===== src/rtl/anton_neopixel_sequencer.sv =====
// rtl/anton_neopixel_sequencer.sv - NeoPixel frame timing sequencer (slot/bit/pixel walk plus inter-frame reset gap)
module anton_neopixel_sequencer #(
    parameter int  BUFFER_END  = 255,
    parameter int  RESET_DELAY = 600,
    localparam int BUFFER_BITS = $clog2(BUFFER_END + 1),
    localparam int DELAY_BITS  = $clog2(RESET_DELAY + 1)
) (
    input  logic                   clk6_4mhz,
    input  logic                   syncRst,
    input  logic                   regCtrlRun,
    input  logic                   regCtrlLoop,
    input  logic                   regCtrl32bit,
    input  logic                   regCtrlInit,
    input  logic [BUFFER_BITS-1:0] regPixelMax,
    output logic                   state,
    output logic [BUFFER_BITS-1:0] pixelIndex,
    output logic [4:0]             pixelBitIndex,
    output logic [2:0]             bitPatternIndex,
    output logic                   streamSyncOf
);

    typedef enum logic {
        ST_RESET    = 1'b0,
        ST_TRANSMIT = 1'b1
    } seq_state_t;

    localparam logic [BUFFER_BITS-1:0] BUF_END_V = BUFFER_BITS'(BUFFER_END);
    localparam logic [DELAY_BITS-1:0]  GAP_LAST  = DELAY_BITS'(RESET_DELAY - 1);

    seq_state_t             state_q, state_d;
    logic [BUFFER_BITS-1:0] pix_q, pix_d;
    logic [4:0]             bit_q, bit_d;
    logic [2:0]             slot_q, slot_d;
    logic                   sync_q, sync_d;
    logic [DELAY_BITS-1:0]  gap_q, gap_d;
    logic                   done_q, done_d;

    logic [BUFFER_BITS-1:0] pix_max;
    logic                   is_last;
    logic [BUFFER_BITS-1:0] pix_adv;

    assign pix_max = (regPixelMax > BUF_END_V) ? BUF_END_V : regPixelMax;

    // In 32-bit mode only whole 4-byte words are compared and stepped.
    assign is_last = regCtrl32bit ? (pix_q[BUFFER_BITS-1:2] >= pix_max[BUFFER_BITS-1:2])
                                  : (pix_q >= pix_max);
    assign pix_adv = regCtrl32bit ? {pix_q[BUFFER_BITS-1:2] + (BUFFER_BITS-2)'(1), 2'b00}
                                  : pix_q + BUFFER_BITS'(1);

    always_comb begin
        state_d = state_q;
        pix_d   = pix_q;
        bit_d   = bit_q;
        slot_d  = slot_q;
        gap_d   = gap_q;
        done_d  = done_q;
        sync_d  = 1'b0;
        if (regCtrlInit) begin
            state_d = ST_RESET;
            pix_d   = '0;
            bit_d   = '0;
            slot_d  = '0;
            gap_d   = '0;
            done_d  = 1'b0;
        end else if (regCtrlRun) begin
            case (state_q)
                ST_RESET: begin
                    pix_d  = '0;
                    bit_d  = '0;
                    slot_d = '0;
                    if (!done_q) begin
                        if (gap_q == GAP_LAST) begin
                            gap_d   = '0;
                            state_d = ST_TRANSMIT;
                        end else begin
                            gap_d = gap_q + DELAY_BITS'(1);
                        end
                    end
                end
                ST_TRANSMIT: begin
                    slot_d = slot_q + 3'd1;
                    if (slot_q == 3'd7) begin
                        if (bit_q == 5'd23) begin
                            bit_d = '0;
                            if (is_last) begin
                                state_d = ST_RESET;
                                pix_d   = '0;
                                gap_d   = '0;
                                sync_d  = 1'b1;
                                done_d  = !regCtrlLoop;
                            end else begin
                                pix_d = pix_adv;
                            end
                        end else begin
                            bit_d = bit_q + 5'd1;
                        end
                    end
                end
                default: state_d = ST_RESET;
            endcase
        end
    end

    always_ff @(posedge clk6_4mhz) begin
        if (!syncRst) begin
            state_q <= ST_RESET;
            pix_q   <= '0;
            bit_q   <= '0;
            slot_q  <= '0;
            sync_q  <= 1'b0;
            gap_q   <= '0;
            done_q  <= 1'b0;
        end else begin
            state_q <= state_d;
            pix_q   <= pix_d;
            bit_q   <= bit_d;
            slot_q  <= slot_d;
            sync_q  <= sync_d;
            gap_q   <= gap_d;
            done_q  <= done_d;
        end
    end

    assign state           = state_q;
    assign pixelIndex      = pix_q;
    assign pixelBitIndex   = bit_q;
    assign bitPatternIndex = slot_q;
    assign streamSyncOf    = sync_q;

endmodule


===== config.mk =====
export PLATFORM = sky130hd
export DESIGN_NAME = anton_neopixel_sequencer
export DESIGN_NICKNAME = d
export VERILOG_FILES = /design/src/rtl/anton_neopixel_sequencer.sv
export SDC_FILE = /design/constraint.sdc
export NUM_CORES = 1
export LEC_CHECK = 0
export CAP_MARGIN = 20
export CELL_PAD_IN_SITES_DETAIL_PLACEMENT = 1
export CELL_PAD_IN_SITES_GLOBAL_PLACEMENT = 2
export CORE_UTILIZATION = 30
export CTS_CLUSTER_SIZE = 30
export DETAILED_ROUTE_END_ITERATION = 16
export PLACE_DENSITY = 0.76
export SETUP_SLACK_MARGIN = 0.4
export SYNTH_ARGS = -nofsm -noshare
export SYNTH_HDL_FRONTEND = slang
export SYNTH_SLANG_ARGS = --single-unit

===== constraint.sdc =====
create_clock -name clk6_4mhz -period 2.6 [get_ports clk6_4mhz]
set_input_delay 0.52 -clock clk6_4mhz [delete_from_list [all_inputs] [get_ports clk6_4mhz]]
set_output_delay 0.52 -clock clk6_4mhz [all_outputs]
set_load 0.01 [all_outputs]

==> results of run 1 <==
==> per-layer routing <==
metal | wire length, µm | global-route usage | vias to the layer above
met1 | 2590 | 0.249 | 808
met3 | 130 | 0.0326 | 6
met2 | 2270 | 0.290 | 23
li1 | - | - | 885
met4 | 48 | 0.0444 | 0
met5 | 0 | 0 | -
==> layout make-up <==
type	instances	area, µm²
flip-flops and latches	29	581
well taps	72	90.1
multi-input cells	162	1210
clock inverters	1	5.00
repair buffers	48	439
inverters	15	56.3
clock buffers	7	96.3
fillers	653	3090
==> metrics by stage <==
| step | hold slack (ns) | area (µm²) | setup WS (ns) | setup TNS (ns) |
|---|---|---|---|---|
| 6_report | 0.486 | 2480 | 0.474 | 0 |
| 4_1_cts | 0.493 | 2450 | 0.403 | 0 |
| 3_5_place_dp | 0.479 | 2250 | -0.0278 | -0.0364 |
| 2_1_floorplan | 0.447 | 1760 | 0.476 | 0 |
| 3_3_place_gp | 0.457 | 2250 | 0.00950 | 0 |
| 5_1_grt | 0.523 | 2480 | 0.406 | 0 |
==> cell usage in the layout, fill, tap and decap left out, types with 2 or more instances in the layout <==
master | synthesis | final
dlymetal6s2s_1 | 0 | 2
a21oi_1 | 15 | 13
a41oi_1 | 3 | 3
mux2_2 | 2 | 2
nand3_1 | 9 | 8
o21a_1 | 4 | 4
clkdlybuf4s50_1 | 0 | 23
or4_4 | 0 | 2
nor2_1 | 13 | 13
o32ai_1 | 2 | 2
dfxtp_1 | 29 | 29
nand2b_1 | 7 | 6
nand4_1 | 3 | 3
and2_1 | 3 | 2
o211ai_1 | 5 | 5
inv_2 | 1 | 6
nor2b_1 | 3 | 3
nor4_1 | 2 | 2
a22oi_1 | 3 | 3
nor3_1 | 4 | 4
clkbuf_8 | 0 | 7
o31ai_1 | 2 | 2
nand2_1 | 22 | 22
ha_1 | 15 | 9
ha_4 | 0 | 5
o221ai_1 | 4 | 4
inv_1 | 14 | 9
dlygate4sd2_1 | 0 | 6
a311oi_1 | 6 | 6
nor3b_1 | 3 | 3
and3_1 | 5 | 5
a211oi_1 | 2 | 2
buf_4 | 0 | 16
o21ai_0 | 10 | 10
==> state kept, by name, summed over array words and instances (netlist names) <==
signal / flops
pixelBitIndex: 5
state: 1
pixelIndex: 8
gap_q: 10
done_q: 1
streamSyncOf: 1
bitPatternIndex: 3
==> worst max path at each step <==
| stage | end | depth (start not counted) |
|---|---|---|
| floorplan | done_q | 7 |
| global placement | done_q | 7 |
| detailed placement | done_q | 7 |
| CTS | done_q | 7 |
| global route | done_q | 6 |
| finish | done_q | 7 |
==> power by group <==
| part | internal, mW | switching [mW] |
|---|---|---|
| logic | 0.0594 | 0.0597 |
| registers | 0.448 | 0.00471 |
| clock network | 0.239 | 0.175 |
| total | 0.746 | 0.240 |
==> timing repair <==
action                                  in CTS  in global routing
buffers inserted                             1                  0
gates resized for setup                     21                  9
endpoints found under the setup margin      20                 15
pin swaps                                    9                  6
endpoints found under the hold margin        0                  0
gates cloned                                 0                  0
==> cell families (layout without fill, tap and decap cells) <==
family / count (synthesis) / in the layout
and+or+nand+nor: 79 / 79
muxes: 3 / 3
AOI/OAI and AO/OA: 63 / 63
buffers and inverters: 24 / 71
DFF: 29 / 29
adders and majority gates: 15 / 15
xor gates and xnor gates: 2 / 2
==> worst max-delay path, cell delays in order, from the launching register on <==
cell      delay (ns)
dfxtp_1         0.42
inv_1           0.11
ha_1            0.28
nand2b_4        0.12
a21oi_4         0.06
o311a_4         0.41
or4_4           0.52
a21oi_2         0.14
==> flow_metrics.py, run 1 <==
metrics = {
    "outcome": {
        "status": "completed",
    },
    "logic_synthesis": {
        "synth_cell_types": 43,
        "synthSimpleGateAreaFrac": 0.228,
        "synth_top_family_by_area": "compound AO/OA/AOI/OAI gates",
        "synth_adder_area_share": 0.106,
        "ys_seq_area_frac": 0.329,
        "ys_warn_count": 0,
        "synth.most_common_cell": "dfxtp_1",
        "synth_edf_count": 0,
        "ys.flop_type": "dfxtp_1",
        "synthesis.area_um2": 1760,
        "synth_commonest_cells": "29 x dfxtp_1, 22 x nand2_1, 15 x a21oi_1, 15 x ha_1, 14 x inv_1",
        "yosysTopAreaCell": "dfxtp_1",
        "synth_mux_area_frac": 0.0184,
        "synthCells": 215,
        "synth_compound_area_frac": 0.257,
        "ys_ff_latch": 29,
        "syn_avg_cell_area_um2": 8.21,
        "synth_xor_area_frac": 0.00993,
        "synth_top_area_frac": 0.329,
        "async_flop_share": 0,
        "synth_area_leaders": "dfxtp_1 33%, ha_1 11%, nand2_1 4.7%",
        "syn_nets": 244,
    },
    "place": {
        "post-place-cells": 325,
        "gp_congestion": 0.807,
        "dpl.hpwl_um": 3620,
        "port_buffers": 31,
    },
    "worst_setup_path": {
        "critPathKind": "register to register",
        "cp.arrival_ns": 2.34,
        "rr_startpoint": "pixelIndex[0]",
        "required_ns": 2.81,
        "worst_r2r_path_depth": 7,
        "crit_path_end_kind": "register",
        "start_kind": "register",
        "crit_fanout": 5,
        "rrSetupSlack_ns": 0.47,
        "crit_start": "pixelIndex[0]",
        "worst_r2r_endpoint": "done_q",
    },
    "grt": {
        "antenna_found_initial": 0,
        "gr-total-overflow": 0,
        "grt_pass1_wl_um": 8880,
        "grt_pass1_vias": 1790,
        "grt_usage": 0.181,
        "grt_start_max_net_pins": 17,
    },
    "sta": {
        "fin_skew_ns": 0.00461,
        "max_freq_mhz": 470,
        "slew_viol_final": 0,
        "relSlewSlack": 0.663,
        "fin_crit_sh": 0.818,
        "finalCriticalPeriod_ns": 2.13,
        "setup_viol": 0,
        "final_hold_viol_count": 0,
        "worst_slew_pin_slew_ns": 0.500,
        "rsz0062_at_grt": "false",
    },
    "route": {
        "num_vias": 1722,
        "wire_per_inst_um": 15.1,
        "drc_errors": 0,
        "ant_nets": 0,
        "wl_um": 5040,
        "routed_via_density": 5.16,
        "drt-pass1-iter-count": 4,
        "drt_iter0_drc": 35,
    },
    "min_path": {
        "hold_path_class": "register to register",
        "min_from": "gap_q[1]",
        "min_path_cells": 2,
        "min_to": "gap_q[1]",
    },
    "floorplan": {
        "die_w_um": 78.7,
        "rows": 27,
        "start_util": 0.316,
        "io_pins": 32,
        "die-area_um2": 6190,
        "die_y_um": 78.7,
        "core_area_um2": 5570,
    },
    "pwr": {
        "p_leak_nw": 0.919,
        "powerDensity_nw_per_um2": 398,
        "power_uw": 986,
        "ir_drop_uv": 209,
    },
    "clocking": {
        "cts.clk_slew.worst_paths_ns": 0.07,
        "htreeDepth": 2,
        "clockBufferDepth": 2,
        "clock_sinks": 29,
        "cts_root_buf": "clkbuf_8",
        "hold_buffers": 0,
        "clk-insertion-delay-late_ns": 0.28,
        "numCtsBuffers": 5,
        "cts_tree": "yes",
    },
    "layout": {
        "syn_to_final_growth_pct": 40.6,
        "antennaDiodeCount": 0,
        "fin_util": 0.445,
        "final_cells": 334,
        "drive_above_1_share": 0.191,
        "nets": 290,
    },
    "run": {
        "cap_violations": 0,
    },
}
Note: power is estimated with default switching activity, not from simulation.
==> run 2: changes to the inputs <==
Clock period 2.6 ns to 2.1 ns, I/O delays scaled along.
==> run 2 against run 1 <==
  * Sequential cell count unchanged
  * First-iteration DRC count rose by 23%
  * Non-clock buffer count grew 24
  * Power up 20%
  * Critical path type is now input pin to register
  * Sequential share of layout area decreased by 2.0 points
  * Sequential power rose by 22%
  * Utilization up 6.3 points
  * Global-route usage rose by 1.1 points
==> flow_metrics.py, run 2 (synthesized netlist as in run 1, its figures left out) <==
metrics = {
    "route": {
        "ant_nets": 0,
        "topRoutingLayerUsed": "met4",
        "wire_per_inst_um": 15.0,
        "wl_met2_um": 2690,
        "drt_iter0_drc": 43,
        "wl_met1_um": 2360,
        "num_vias": 1882,
        "drt-pass1-iter-count": 4,
        "drc_errors": 0,
        "wl_met3_um": 202,
        "wl_um": 5380,
        "routed_via_density": 5.26,
    },
    "worst_setup_path": {
        "cp_slowest_cell": "or4_4",
        "slowest_delay_ns": 0.54,
        "required_ns": 2.32,
        "worst_r2r_path_depth": 6,
        "crit_path_end_kind": "register",
        "crit_chain": "clkdlybuf4s15_2 -> inv_4 -> ha_4 -> nand4_1 -> buf_4 -> o211a_4 -> or4_4 -> a21oi_2",
        "critPathKind": "input pin to register",
        "crit_family": "simple AND/OR/NAND/NOR gates",
        "start_kind": "input pin",
        "worst-path-buf-inv": 3,
        "crit_fanout": 4,
        "cp.arrival_ns": 2.16,
        "cp.depth": 8,
    },
    "pwr": {
        "powerDensity_nw_per_um2": 419,
        "power_mw": 1.19,
        "ir_drop_uv": 246,
        "p_leak_nw": 1.12,
    },
    "floorplan": {
        "die_w_um": 78.7,
        "start_util": 0.316,
        "io_pins": 32,
        "die-area_um2": 6190,
        "rows": 27,
        "core_area_um2": 5570,
        "die_y_um": 78.7,
    },
    "sta": {
        "slew_viol_final": 0,
        "rsz0062_at_grt": "true",
        "final_hold_viol_count": 0,
        "fin_skew_ns": 0.00197,
        "relSlewSlack": 0.767,
        "setup_viol": 0,
        "worst_slew_pin_slew_ns": 0.347,
        "worst_hold_slack_ns": 0.474,
        "fin_ws_ns": 0.167,
        "max_freq_mhz": 517,
        "finalCriticalPeriod_ns": 1.93,
        "final.setup.tns_ns": 0,
        "fin_crit_sh": 0.920,
    },
    "layout": {
        "drive_above_1_share": 0.378,
        "fillers": 667,
        "final_cells": 358,
        "nets": 314,
        "layout_common_cells": "32 x buf_4, 21 x nand2_1, 17 x dfxtp_1, 12 x a21oi_1, 12 x dlygate4sd2_1",
        "top_register": "gap_q",
        "final_common_cell": "buf_4",
        "syn_to_final_growth_pct": 60.4,
        "largest_reg_flops": 10,
        "multiInputGateArea_um2": 1350,
        "antennaDiodeCount": 0,
        "seq_area_um2": 606,
    },
    "place": {
        "port_buffers": 31,
        "gp_congestion": 0.734,
        "place_ws_ns": -0.366,
        "dpl.hpwl_um": 3850,
        "post-place-cells": 341,
    },
    "clocking": {
        "cts_tree": "yes",
        "clk-insertion-delay-late_ns": 0.28,
        "clockBufferDepth": 2,
        "hold_buffers": 0,
        "cts.clk_slew.worst_paths_ns": 0.06,
        "numCtsBuffers": 5,
        "cts_root_buf": "clkbuf_8",
        "clock_sinks": 29,
        "htreeDepth": 2,
    },
    "min_path": {
        "min_path_cells": 2,
        "hold_path_class": "register to register",
    },
    "grt": {
        "grt_start_max_net_pins": 15,
        "antenna_found_initial": 0,
        "grt_pass1_vias": 1935,
        "grt_usage": 0.192,
        "grt_pass1_wl_um": 9250,
        "gr-total-overflow": 0,
    },
    "outcome": {
        "status": "completed",
    },
    "run": {
        "cap_violations": 0,
    },
}
==> run 2: cell types whose count changed in the layout (fill, tap and decap cells not counted), sizes merged <==
cell           change
clkinv             -1
clkdlybuf4s15      +3
buf               +25
dlygate4sd2        +6
dlymetal6s2s       +1
clkdlybuf4s50     -12
clkbuf             +2
==> run 2: metrics by stage <==
stage	util	cell area [µm²]
floorplan	-	1930
global placement	0.449	2500
detailed placement	0.449	2500
CTS	0.498	2780
global route	0.508	2830
finish	0.508	2830
==> run 2: worst paths after layout <==
check / startpoint / to / slack, ns
worst max-delay path: regPixelMax[5] / done_q / 0.17
worst max register to register: bitPatternIndex[1] / done_q / 0.17
worst min register to register: pixelBitIndex[1] / pixelBitIndex[1] / 0.47
worst min-delay path: pixelBitIndex[1] / pixelBitIndex[1] / 0.47
==> run 2: worst register-to-register path, delay by kind of cell, from the launching register on <==
| family | cells | cell delay (ns) |
|---|---|---|
| AO/OA/AOI/OAI | 1 | 0.12 |
| adder cells (fa/ha/maj) | 2 | 0.26 |
| flip-flops | 1 | 0.36 |
| AND/OR/NAND/NOR | 3 | 1.12 |
==> run 2: cell type report <==
type	instances	area share
clock buffer	8	0.0283
tap	72	0.0318
multi-input combinational	162	0.478
sequential	29	0.214
timing repair buffer	72	0.226
inverter	15	0.0217
==> run 2: layer usage <==
metal | global-route usage | vias to the layer above
li1 | - | 936
met1 | 0.232 | 893
met2 | 0.331 | 41
met3 | 0.0337 | 12
met4 | 0.0833 | 0
met5 | 0 | -
==> run 2: repair_timing <==
item	in CTS	in global routing
gates resized for setup	64	16
cloned	1	0
pin swaps	19	14
buffers inserted	6	2
endpoints found under the setup margin	34	26
==> run 2: where the power goes <==
group	switching, mW	internal [mW]
sequential	0.00374	0.550
combinational	0.0909	0.0914
clock	0.215	0.235
==> run 3: changes to the inputs <==
Settings changed: ABC_CLOCK_PERIOD_IN_PS from default to 2100, SLEW_MARGIN from default to 25, TNS_END_PERCENT from default to 20.
==> run 3 against run 2 <==
  * Global-route usage down 1.0 points
  * Clock skew is 0.0028 ns higher
  * Register-to-register slack hardly changed
  * Via count is 2.7% lower
  * Fmax shrank 0.49%
  * First-iteration DRC count is 47% higher
  * Power is 1.2% higher
  * Hold slack got worse by 0.0018 ns
  * Wire length is 2.6% lower
  * Sequential share of layout area grew 0.64 points
  * Non-clock buffer count is 6 lower
  * Largest cell class unchanged
==> flow_metrics.py, run 3 (synthesized netlist as in run 1, its figures left out) <==
metrics = {
    "outcome": {
        "status": "completed",
    },
    "grt": {
        "gr-total-overflow": 0,
        "grt_pass1_wl_um": 8920,
        "grt_usage": 0.182,
        "grt_pass1_vias": 1861,
        "antenna_found_initial": 0,
        "grt_start_max_net_pins": 15,
    },
    "sta": {
        "max_freq_mhz": 515,
        "worst_slew_pin_slew_ns": 0.434,
        "fin_skew_ns": 0.00477,
        "final_hold_viol_count": 0,
        "relSlewSlack": 0.708,
        "setup_viol": 0,
        "fin_ws_ns": 0.158,
        "fin_crit_sh": 0.925,
        "slew_viol_final": 0,
        "rsz0062_at_grt": "true",
        "finalCriticalPeriod_ns": 1.94,
    },
    "min_path": {
        "min_from": "pixelBitIndex[1]",
        "min_path_cells": 2,
        "hold_path_class": "register to register",
    },
    "route": {
        "drt-pass1-iter-count": 4,
        "wl_um": 5240,
        "drt_iter0_drc": 63,
        "routed_via_density": 5.22,
        "num_vias": 1832,
        "drc_errors": 0,
        "wire_per_inst_um": 14.9,
        "ant_nets": 0,
    },
    "worst_setup_path": {
        "cp.arrival_ns": 2.16,
        "start_kind": "register",
        "worst_r2r_path_depth": 6,
        "required_ns": 2.32,
        "crit_start": "bitPatternIndex[1]",
        "crit_path_end_kind": "register",
        "crit_fanout": 3,
        "critPathKind": "register to register",
        "rr_startpoint": "bitPatternIndex[1]",
    },
    "clocking": {
        "cts_tree": "yes",
        "clockBufferDepth": 2,
        "numCtsBuffers": 5,
        "htreeDepth": 2,
        "cts.clk_slew.worst_paths_ns": 0.06,
        "clock_sinks": 29,
        "clk-insertion-delay-late_ns": 0.28,
        "cts_root_buf": "clkbuf_8",
    },
    "place": {
        "port_buffers": 31,
        "gp_congestion": 0.735,
        "place_ws_ns": -0.428,
        "dpl.hpwl_um": 3790,
    },
    "layout": {
        "syn_to_final_growth_pct": 53.8,
        "nets": 308,
        "top_register": "gap_q",
        "drive_above_1_share": 0.305,
        "final_common_cell": "buf_4",
        "layout_common_cells": "31 x buf_4, 22 x clkdlybuf4s50_1, 21 x nand2_1, 21 x dfxtp_1, 13 x nor2_1",
        "antennaDiodeCount": 0,
        "fillers": 664,
        "multiInputGateArea_um2": 1290,
        "seq_area_um2": 598,
        "largest_reg_flops": 10,
    },
    "floorplan": {
        "rows": 27,
        "die_w_um": 78.7,
        "die-area_um2": 6190,
        "core_area_um2": 5570,
        "die_y_um": 78.7,
        "start_util": 0.316,
        "io_pins": 32,
    },
    "run": {
        "cap_violations": 0,
    },
    "pwr": {
        "p_leak_nw": 0.998,
        "powerDensity_nw_per_um2": 442,
        "ir_drop_uv": 235,
        "power_mw": 1.20,
    },
}
==> run 3: cell count changes in the layout (fill, tap and decap cells not counted), moves of 3 or more <==
cell,before,now
clkdlybuf4s50_1,11,22
dlygate4sd2_1,12,4
buf_6,8,2
dfxtp_1,17,21
o221ai_1,0,4
o221ai_2,4,0
dfxtp_2,8,5
dlymetal6s2s_1,3,0
o21ai_0,5,8
o21ai_1,4,1
==> run 3: metrics by stage <==
stage | utilization | cell area (µm²) | std cells | hold WS, ns | setup TNS [ns]
3_5_place_dp | 0.431 | 2400 | 336 | 0.466 | -7.24
3_3_place_gp | 0.431 | 2400 | 336 | 0.457 | -6.03
4_1_cts | 0.474 | 2640 | 348 | 0.476 | 0
2_1_floorplan | - | 1830 | 215 | 0.447 | 0
5_1_grt | 0.487 | 2710 | 351 | 0.503 | 0
6_report | 0.487 | 2710 | 351 | 0.473 | 0
==> run 3: path summary, 6_finish.rpt <==
kind | slack (ns) | endpoint
max | 0.16 | done_q
min | 0.47 | pixelBitIndex[1]
max reg2reg | 0.16 | done_q
min reg2reg | 0.47 | pixelBitIndex[1]
==> run 3: where the power goes <==
group	switching, mW	internal (mW)
clock	0.212	0.260
sequential	0.00500	0.551
combinational	0.0839	0.0883
total	0.301	0.899
==> run 3: repair_timing <==
action                     4_1_cts  5_1_grt
resized for setup               35       20
setup endpoints to repair       28       37
pin swaps                       16        8
hold buffers                     0        0
buffers inserted                 5        3
==> run 3: final cells by class <==
| cell class | count | share of cell area |
|---|---|---|
| Clock buffer | 7 | 0.0318 |
| Inverter | 15 | 0.0207 |
| Multi-Input combinational cell | 162 | 0.476 |
| Sequential cell | 29 | 0.220 |
| Tap cell | 72 | 0.0332 |
| Timing Repair Buffer | 66 | 0.218 |
==> run 3: critical path: stages (launching register included) <==
cell,delay (ns)
dfxtp_4,0.36
ha_4,0.13
ha_4,0.14
nand3_4,0.07
or4_4,0.53
or4_4,0.53
a21oi_2,0.13
==> run 3: metal layers <==
metal | up-vias | wire length [µm] | GRT usage | share of wire
met5 | - | 0 | 0 | 0
li1 | 922 | - | - | -
met3 | 8 | 176 | 0.0407 | 0.034
met4 | 0 | 43 | 0.0407 | 0.0082
met2 | 31 | 2340 | 0.283 | 0.45
met1 | 871 | 2680 | 0.254 | 0.51
